[src/rtl/tx_trn_framer.sv]
// Transmit TRN framer: alternating pre-boundary run, one repeated boundary symbol,
// alternating post-boundary run, then payload bits, one symbol per sym_en strobe.
module tx_trn_framer #(
  parameter int MAX_TRN_WIDTH = 8,
  parameter int LEN_WIDTH     = 16
) (
  input  logic                     clk,
  input  logic                     rst,
  input  logic                     sym_en,
  input  logic [MAX_TRN_WIDTH-1:0] TX_PRE_LEN,
  input  logic [MAX_TRN_WIDTH-1:0] TX_POST_LEN,
  input  logic [LEN_WIDTH-1:0]     TX_DATA_LEN,
  input  logic                     start,
  input  logic                     data_in,
  input  logic                     data_vld,
  output logic                     data_rdy,
  output logic                     BPSK,
  output logic                     BPSK_vld,
  output logic                     HDR_pos,
  output logic                     busy,
  output logic                     done,
  output logic                     underrun
);

  typedef enum logic [2:0] {IDLE, ARM, PRE, POST, DATA} state_t;

  localparam logic [MAX_TRN_WIDTH-1:0] TRN_ONE = MAX_TRN_WIDTH'(1);
  localparam logic [LEN_WIDTH-1:0]     LEN_ONE = LEN_WIDTH'(1);

  state_t                   r_state, w_state;
  logic [MAX_TRN_WIDTH-1:0] r_preLen, w_preLen, r_postLen, w_postLen;
  logic [MAX_TRN_WIDTH-1:0] r_trnCnt, w_trnCnt;
  logic [LEN_WIDTH-1:0]     r_dataLen, w_dataLen, r_dataCnt, w_dataCnt;
  logic                     r_phase, w_phase;
  logic                     r_bpsk, w_bpsk, r_bpskVld, w_bpskVld, r_hdrPos, w_hdrPos;
  logic                     r_busy, w_busy, r_done, w_done, r_underrun, w_underrun;

  assign data_rdy = (r_state == DATA) & sym_en;
  assign BPSK     = r_bpsk;
  assign BPSK_vld = r_bpskVld;
  assign HDR_pos  = r_hdrPos;
  assign busy     = r_busy;
  assign done     = r_done;
  assign underrun = r_underrun;

  always_ff @(posedge clk) begin
    if (!rst) begin
      r_state    <= IDLE;
      r_preLen   <= '0;
      r_postLen  <= '0;
      r_dataLen  <= '0;
      r_trnCnt   <= '0;
      r_dataCnt  <= '0;
      r_phase    <= 1'b0;
      r_bpsk     <= 1'b0;
      r_bpskVld  <= 1'b0;
      r_hdrPos   <= 1'b0;
      r_busy     <= 1'b0;
      r_done     <= 1'b0;
      r_underrun <= 1'b0;
    end else begin
      r_state    <= w_state;
      r_preLen   <= w_preLen;
      r_postLen  <= w_postLen;
      r_dataLen  <= w_dataLen;
      r_trnCnt   <= w_trnCnt;
      r_dataCnt  <= w_dataCnt;
      r_phase    <= w_phase;
      r_bpsk     <= w_bpsk;
      r_bpskVld  <= w_bpskVld;
      r_hdrPos   <= w_hdrPos;
      r_busy     <= w_busy;
      r_done     <= w_done;
      r_underrun <= w_underrun;
    end
  end

  always_comb begin
    w_state    = r_state;
    w_preLen   = r_preLen;
    w_postLen  = r_postLen;
    w_dataLen  = r_dataLen;
    w_trnCnt   = r_trnCnt;
    w_dataCnt  = r_dataCnt;
    w_phase    = r_phase;
    w_bpsk     = r_bpsk;
    w_bpskVld  = r_bpskVld;
    w_hdrPos   = r_hdrPos;
    w_busy     = r_busy;
    w_done     = 1'b0;
    w_underrun = 1'b0;

    // busy still high during the done cycle, which also blocks a start arriving then
    if (r_done) w_busy = 1'b0;

    case (r_state)
      IDLE: begin
        if (sym_en) begin
          w_bpsk    = 1'b0;
          w_bpskVld = 1'b0;
          w_hdrPos  = 1'b0;
        end
        if (start && !r_busy) begin
          w_preLen  = (TX_PRE_LEN == '0) ? TRN_ONE : TX_PRE_LEN;
          w_postLen = (TX_POST_LEN == '0) ? TRN_ONE : TX_POST_LEN;
          w_dataLen = TX_DATA_LEN;
          w_trnCnt  = '0;
          w_dataCnt = '0;
          w_phase   = 1'b0;
          w_busy    = 1'b1;
          w_state   = ARM;
        end
      end
      ARM, PRE: begin
        if (sym_en) begin
          w_bpsk    = r_phase;
          w_bpskVld = 1'b1;
          w_hdrPos  = 1'b1;
          // the last pre symbol keeps the phase so the boundary repeats it
          if (r_trnCnt == r_preLen - TRN_ONE) begin
            w_trnCnt = '0;
            w_state  = POST;
          end else begin
            w_trnCnt = r_trnCnt + TRN_ONE;
            w_phase  = ~r_phase;
            w_state  = PRE;
          end
        end
      end
      POST: begin
        if (sym_en) begin
          w_bpsk    = r_phase;
          w_bpskVld = 1'b1;
          w_hdrPos  = 1'b0;
          w_phase   = ~r_phase;
          if (r_trnCnt == r_postLen - TRN_ONE) begin
            w_trnCnt = '0;
            if (r_dataLen == '0) begin
              w_done  = 1'b1;
              w_state = IDLE;
            end else begin
              w_state = DATA;
            end
          end else begin
            w_trnCnt = r_trnCnt + TRN_ONE;
          end
        end
      end
      DATA: begin
        if (sym_en) begin
          w_bpsk     = data_in & data_vld;
          w_bpskVld  = 1'b1;
          w_hdrPos   = 1'b0;
          w_underrun = ~data_vld;
          if (r_dataCnt == r_dataLen - LEN_ONE) begin
            w_dataCnt = '0;
            w_done    = 1'b1;
            w_state   = IDLE;
          end else begin
            w_dataCnt = r_dataCnt + LEN_ONE;
          end
        end
      end
      default: w_state = IDLE;
    endcase
  end

endmodule

[config.mk]
export PLATFORM = sky130hd
export DESIGN_NAME = tx_trn_framer
export DESIGN_NICKNAME = d
export VERILOG_FILES = /design/src/rtl/tx_trn_framer.sv
export SDC_FILE = /design/constraint.sdc
export NUM_CORES = 1
export LEC_CHECK = 0
export CAP_MARGIN = 15
export CORE_AREA = 3 3 94 96
export CTS_CLUSTER_DIAMETER = 120
export DETAILED_ROUTE_END_ITERATION = 8
export DIE_AREA = 0 0 97 99
export GPL_TIMING_DRIVEN = 0
export HOLD_SLACK_MARGIN = 0.02
export PLACE_DENSITY = 0.73
export SYNTH_ARGS = -nofsm -noshare
export SYNTH_HDL_FRONTEND = slang
export SYNTH_SLANG_ARGS = --single-unit
[constraint.sdc]
create_clock -name clk -period 2.83 [get_ports clk]
set_input_delay 0.283 -clock clk [delete_from_list [all_inputs] [get_ports clk]]
set_output_delay 0.283 -clock clk [all_outputs]
set_load 0.005 [all_outputs]
==> results of run 1 <==
## worst max-delay path by stage
stage	startpoint	endpoint	slack (ns)	depth (start not counted)
2_1_floorplan	r_dataLen[2]	r_dataCnt[5]	0.05	10
3_3_place_gp	r_trnCnt[7]	r_trnCnt[5]	-0.24	7
3_5_place_dp	r_trnCnt[7]	r_trnCnt[6]	-0.33	7
4_1_cts	r_dataLen[7]	r_dataCnt[3]	-0.04	8
5_1_grt	r_dataLen[13]	r_dataCnt[14]	-0.10	8
6_report	r_dataLen[3]	r_dataCnt[11]	0.0002	8
## timing repair
item | 4_1_cts | 5_1_grt
cloned | 2 | 0
resized for setup | 21 | 22
pin swaps | 15 | 7
setup buffers | 6 | 6
setup endpoints to repair | 24 | 21
## logic make-up (layout without fill, tap and decap cells)
| kind of cell | after synthesis | after routing | share of synthesized area |
|---|---|---|---|
| AOI/OAI and AO/OA | 109 | 109 | 0.176 |
| and+or+nand+nor | 226 | 227 | 0.301 |
| adders and majority gates | 5 | 5 | 0.0158 |
| xor gates and xnor gates | 54 | 54 | 0.119 |
| muxes | 1 | 1 | 0.00253 |
| buffers and inverters | 44 | 112 | 0.0518 |
| DFF | 66 | 66 | 0.333 |
## worst max-delay path, cell delays in order, from the launching register on
cell	delay, ns
dfxtp_4	0.35
or4_4	0.58
o31a_1	0.34
o32ai_2	0.20
o21ba_4	0.19
or4_4	0.52
a21oi_4	0.27
clkbuf_16	0.20
nor3_2	0.04
## layout make-up
type,count,area [um2],area share
Tap cell,105,131,0.0265
Multi-Input combinational cell,396,2560,0.516
Timing Repair Buffer,57,559,0.113
Sequential cell,66,1350,0.272
Inverter,15,56.3,0.0113
Buffer,25,118,0.0237
Clock buffer,12,145,0.0293
Clock inverter,3,40.0,0.00807
## power groups by stage
stage / Combinational, mW / Clock (mW) / Sequential [mW]
5_1_grt: 0.794 / 0.831 / 1.04
3_3_place_gp: 0.592 / 0 / 1.05
4_1_cts: 0.662 / 0.787 / 1.04
6_report: 0.730 / 0.784 / 1.04
2_1_floorplan: 0.442 / 0 / 1.04
3_5_place_dp: 0.610 / 0 / 1.05
## sequential cells by signal (all words and copies together), names as in the netlist
| register | count |
|---|---|
| done | 1 |
| r_postLen | 8 |
| BPSK_vld | 1 |
| r_state | 3 |
| BPSK | 1 |
| r_preLen | 8 |
| r_dataCnt | 16 |
| r_dataLen | 16 |
| busy | 1 |
| HDR_pos | 1 |
| underrun | 1 |
| r_trnCnt | 8 |
| r_phase | 1 |
## cells in the final DEF, fill, tap and decap left out, types with 4 or more instances in the layout
| master | count |
|---|---|
| o211ai_1 | 7 |
| nand4_1 | 6 |
| nor3_2 | 11 |
| clkdlybuf4s50_1 | 44 |
| nor3b_1 | 5 |
| or4_4 | 5 |
| dfxtp_1 | 56 |
| clkbuf_8 | 10 |
| nand3_1 | 16 |
| a21oi_1 | 49 |
| buf_4 | 11 |
| o21ai_0 | 11 |
| nor4_2 | 4 |
| nand2_1 | 80 |
| nor4_1 | 6 |
| or3_1 | 5 |
| and3_1 | 5 |
| nor3_1 | 19 |
| a211oi_1 | 5 |
| nand2b_1 | 7 |
| nor2b_1 | 5 |
| nor2_1 | 27 |
| ha_1 | 4 |
| a31oi_1 | 5 |
| xnor2_1 | 37 |
| xor2_1 | 17 |
| inv_1 | 14 |
| clkbuf_1 | 25 |
| dfxtp_4 | 7 |
## routing by layer
metal / track usage / share of wire
met5: 0 / 0
met4: 0.0734 / 0.017
met3: 0.0495 / 0.055
met2: 0.350 / 0.44
met1: 0.322 / 0.49
==> metrics, run 1 <==
Worst Hold Launch TX_DATA_LEN[5]; WHS Path Cells 3; total CTS buffers 9; CTS Hold Bufs 0; core area 8130 um2; Initial DRC Count 221; drt wl/cell 16.2 um; hold slack 0.467 ns; Hold Fails Final Rpt 0; final critical-path required period 2.83 ns; Startpoint Class register; Hold EP r_dataLen[5]; die width 97 um; reg2reg setup slack 0.0002 ns; placement row count 33; Max Freq 0.353 GHz; period utilization 1.00; Slew Limit Fails 0; critical path capture point type register; Worst Clk Skew 0.00922 ns; r2r endpoint r_dataCnt[11]; kind of critical path reg2reg; CTS tree yes; max cap viols 0; RR Startpoint r_dataLen[3]; Net Switching 0.804 mW; antenna-violating nets left 0; Yosys top cell area share 0.333; synth cell count leaders 80 x nand2_1, 66 x dfxtp_1, 49 x a21oi_1; die height 99 um; dpl cells 654; most used flip-flop cell after synthesis dfxtp_1; WP data arrival 3.04 ns; Skew-Pair Late Insertion Delay 0.35 ns; via count 3942; Switching Share 0.315; WL final 11000 um; pin count of the biggest net entering global routing 11; Fill cells 736; layout cells sized above 1 0.134; DRC 0; initial antenna violation count 0; ant diodes 0; sequential power share 0.407; final instance area 4960 um2; clock network fraction of total power 0.307; Via density 5.81; area leader, netlist dfxtp_1; global route overflow 0; vias in the first global route 3735; htree depth 3; gr usage total 0.229; Seq/Total Area, Yosys 0.333; Fin Setup TNS 0 ns; Crit Path Max Fanout 5; Synth Cell Area 3960 um2; relative slew slack 0.532; Final WS setup 0.000244 ns; Worst Max-Slew Pin Slew 0.695 ns; RSZ-0062 raised after global routing true; Synth Register Bits 66; Die Footprint 9600 um2; Internal 1.75 mW; dpl ws -0.327 ns; dominant cell by count in the synthesized netlist nand2_1; Yosys cell types 61; syn_nets 548; placed inst area 4530 um2; total clock sinks 66; Leak 1.69 nW; final core utilization 0.610; Layout area overhead 25.2%; FFs w/ async S/R, synth 0; CTS clock-pin slew for the worst setup and hold paths 0.07 ns; I/O Pins 45; first-pass GRT wire length 17800 um; Worst Hold Class in2reg; Power Density 514 nW/um2; Final nets 613; Root Driver clkbuf_8; R2R cell count 8; Mapped Avg Cell Area 7.85 um2; Max VDD drop 0.291 mV; # port buffers 44; Post-DP HPWL 7680 um; Tot Pwr 2.55 mW; GP Congestion 0.894; Post-Syn Instances 505; Finish-stage setup viols 0; top cells by area, synth dfxtp_1 33%, xnor2_1 8.2%, nand2_1 7.6%, a21oi_1 6.2%, xor2_1 3.8%; Req. time, crit path 3.04 ns; run status finished clean; Ys Warns 0; Initial Util 0.487; combinational power share 0.286; CTS Buffer Depth 2; number of flops mapped to enable cells by yosys 0; 1st-pass router iterations 5; Cell Count, Final, Fillers Out 679
(Power assumes the default switching activity.)
==> run 2: changes to the inputs <==
--- a/config.mk
+++ b/config.mk
@@ -6,13 +6,12 @@
 export NUM_CORES = 1
 export LEC_CHECK = 0
 export CAP_MARGIN = 15
-export CORE_AREA = 3 3 94 96
+export CORE_AREA = 3 3 130 132
 export CTS_CLUSTER_DIAMETER = 120
 export DETAILED_ROUTE_END_ITERATION = 8
-export DIE_AREA = 0 0 97 99
+export DIE_AREA = 0 0 133 135
 export GPL_TIMING_DRIVEN = 0
 export HOLD_SLACK_MARGIN = 0.02
-export PLACE_DENSITY = 0.73
 export SYNTH_ARGS = -nofsm -noshare
 export SYNTH_HDL_FRONTEND = slang
 export SYNTH_SLANG_ARGS = --single-unit
==> metrics, run 2 (same netlist as run 1, synthesis figures left out) <==
layout cells sized above 1 0.109; first-pass GRT wire length 17500 um; Worst Clk Skew 0.00397 ns; largest registers r_dataCnt x16, r_dataLen x16; vias in the first global route 3395; kind of critical path reg2reg; GP Congestion 0.806; placement row count 46; total CTS buffers 9; commonest non-fill, non-tap cell in the layout nand2_1; Final WS setup 0.00437 ns; Worst Max-Slew Pin Slew 0.663 ns; RR Startpoint r_dataLen[10]; Startpoint Class register; most frequent cells in the layout 80 x nand2_1, 60 x dfxtp_1, 49 x a21oi_1; die width 133 um; Fill cells 1697; total clock sinks 66; CTS clock-pin slew for the worst setup and hold paths 0.05 ns; gr usage total 0.121; relative slew slack 0.558; run status finished clean; critical path's slowest cell or4_4; CP most frequent cell or4_4; CTS Buffer Depth 2; Slew Limit Fails 0; ant diodes 0; initial antenna violation count 0; WL final 10800 um; slowest stage delay, CP 0.57 ns; # port buffers 44; Via density 4.73; Initial Util 0.250; Initial DRC Count 306; I/O Pins 45; Layout area overhead 28.0%; critical path capture point type register; final instance area 5070 um2; Final nets 607; max cap viols 0; DRC 0; core area 15800 um2; pin count of the biggest net entering global routing 11; Max VDD drop 0.306 mV; WP data arrival 3.03 ns; Leak 1.70 nW; Finish-stage setup viols 0; Req. time, crit path 3.03 ns; Max Freq 0.354 GHz; final critical-path required period 2.83 ns; Die Footprint 18000 um2; Hold Fails Final Rpt 0; CP cell instances or4_4 -> or4b_1 -> a21boi_2 -> o211ai_1 -> or4_4 -> a21oi_4 -> buf_6 -> buf_16 -> nor3_2; drt wl/cell 13.7 um; Power Density 539 nW/um2; Worst Hold Class reg2reg; Worst Setup SP r_dataLen[10]; Post-DP HPWL 7820 um; via count 3714; CTS Hold Bufs 0; period utilization 0.998; global route overflow 0; die height 135 um; 1st-pass router iterations 4; dpl ws -0.213 ns; CTS tree yes; Root Driver clkbuf_16; Crit Path Max Fanout 8; placed inst area 4670 um2; Skew-Pair Late Insertion Delay 0.34 ns; Worst Hold Launch r_preLen[7]; RSZ-0062 raised after global routing true; htree depth 3; antenna-violating nets left 0
## run 2: cell types whose count changed in the layout (fill, tap and decap cells not counted), moves of 2 or more
cell       before  now
clkbuf_8       10    1
nor3_2         11    9
dfxtp_1        56   60
buf_4          11    5
clkbuf_16       1    9
nor3_1         19   21
nor4_2          4    2
nor4_1          6    8
dfxtp_4         7    2
## run 2: critical path: cells and delay by family (launching register included)
family,cells,cell delay (ns)
AND/OR/NAND/NOR,4,1.59
buffers and inverters,2,0.25
AO/OA/AOI/OAI,3,0.47
flip-flops,1,0.37
## run 2: report_power, final
part	leakage (nW)	total, mW	switching (mW)	internal, mW
clock	0.133	1.03	0.415	0.613
combinational	1.03	0.665	0.348	0.316
sequential	0.541	1.04	0.0624	0.980
total	1.70	2.73	0.825	1.91
## run 2: metrics by stage
stage | utilization | hold WS, ns | std cells | total power, mW | TNS [ns]
after floorplan | - | 0.362 | 505 | 1.48 | 0
after global placement | 0.295 | 0.466 | 765 | 1.66 | -2.46
after detailed placement | 0.295 | 0.470 | 765 | 1.66 | -2.73
after CTS | 0.319 | 0.477 | 785 | 2.74 | -0.173
after global routing | 0.320 | 0.491 | 785 | 2.87 | -0.362
final | 0.320 | 0.480 | 785 | 2.73 | 0
## run 2: timing repair
| item | CTS | global route |
|---|---|---|
| cloned | 2 | 0 |
| gates resized for setup | 17 | 9 |
| pin swaps | 6 | 3 |
| buffers inserted | 6 | 1 |
| setup endpoints to repair | 23 | 19 |
## run 2: area by class of cell
cell class / count / area [um2] / share of cell area
clock buffer: 13 / 250 / 0.0493
clock inverter: 3 / 15.0 / 0.00296
buffer: 24 / 97.6 / 0.0192
inverter: 15 / 56.3 / 0.0111
timing repair buffer: 52 / 528 / 0.104
sequential: 66 / 1330 / 0.263
tap: 216 / 270 / 0.0533
multi-input combinational: 396 / 2520 / 0.497
## run 2: worst paths after layout
path             endpoint  slack [ns]  cells past startpoint
max          r_dataCnt[7]       0.004                      9
min reg2reg   r_preLen[7]        0.48                      2
min           r_preLen[7]        0.48                      2
max reg2reg  r_dataCnt[7]       0.004                      9
## run 2: metal layers
layer  share of wire  track usage  up-vias
li1                -            -     1913
met1            0.51        0.174     1699
met2            0.41        0.175       90
met3           0.058       0.0197       12
met4           0.019       0.0548        0
met5               0            0        -
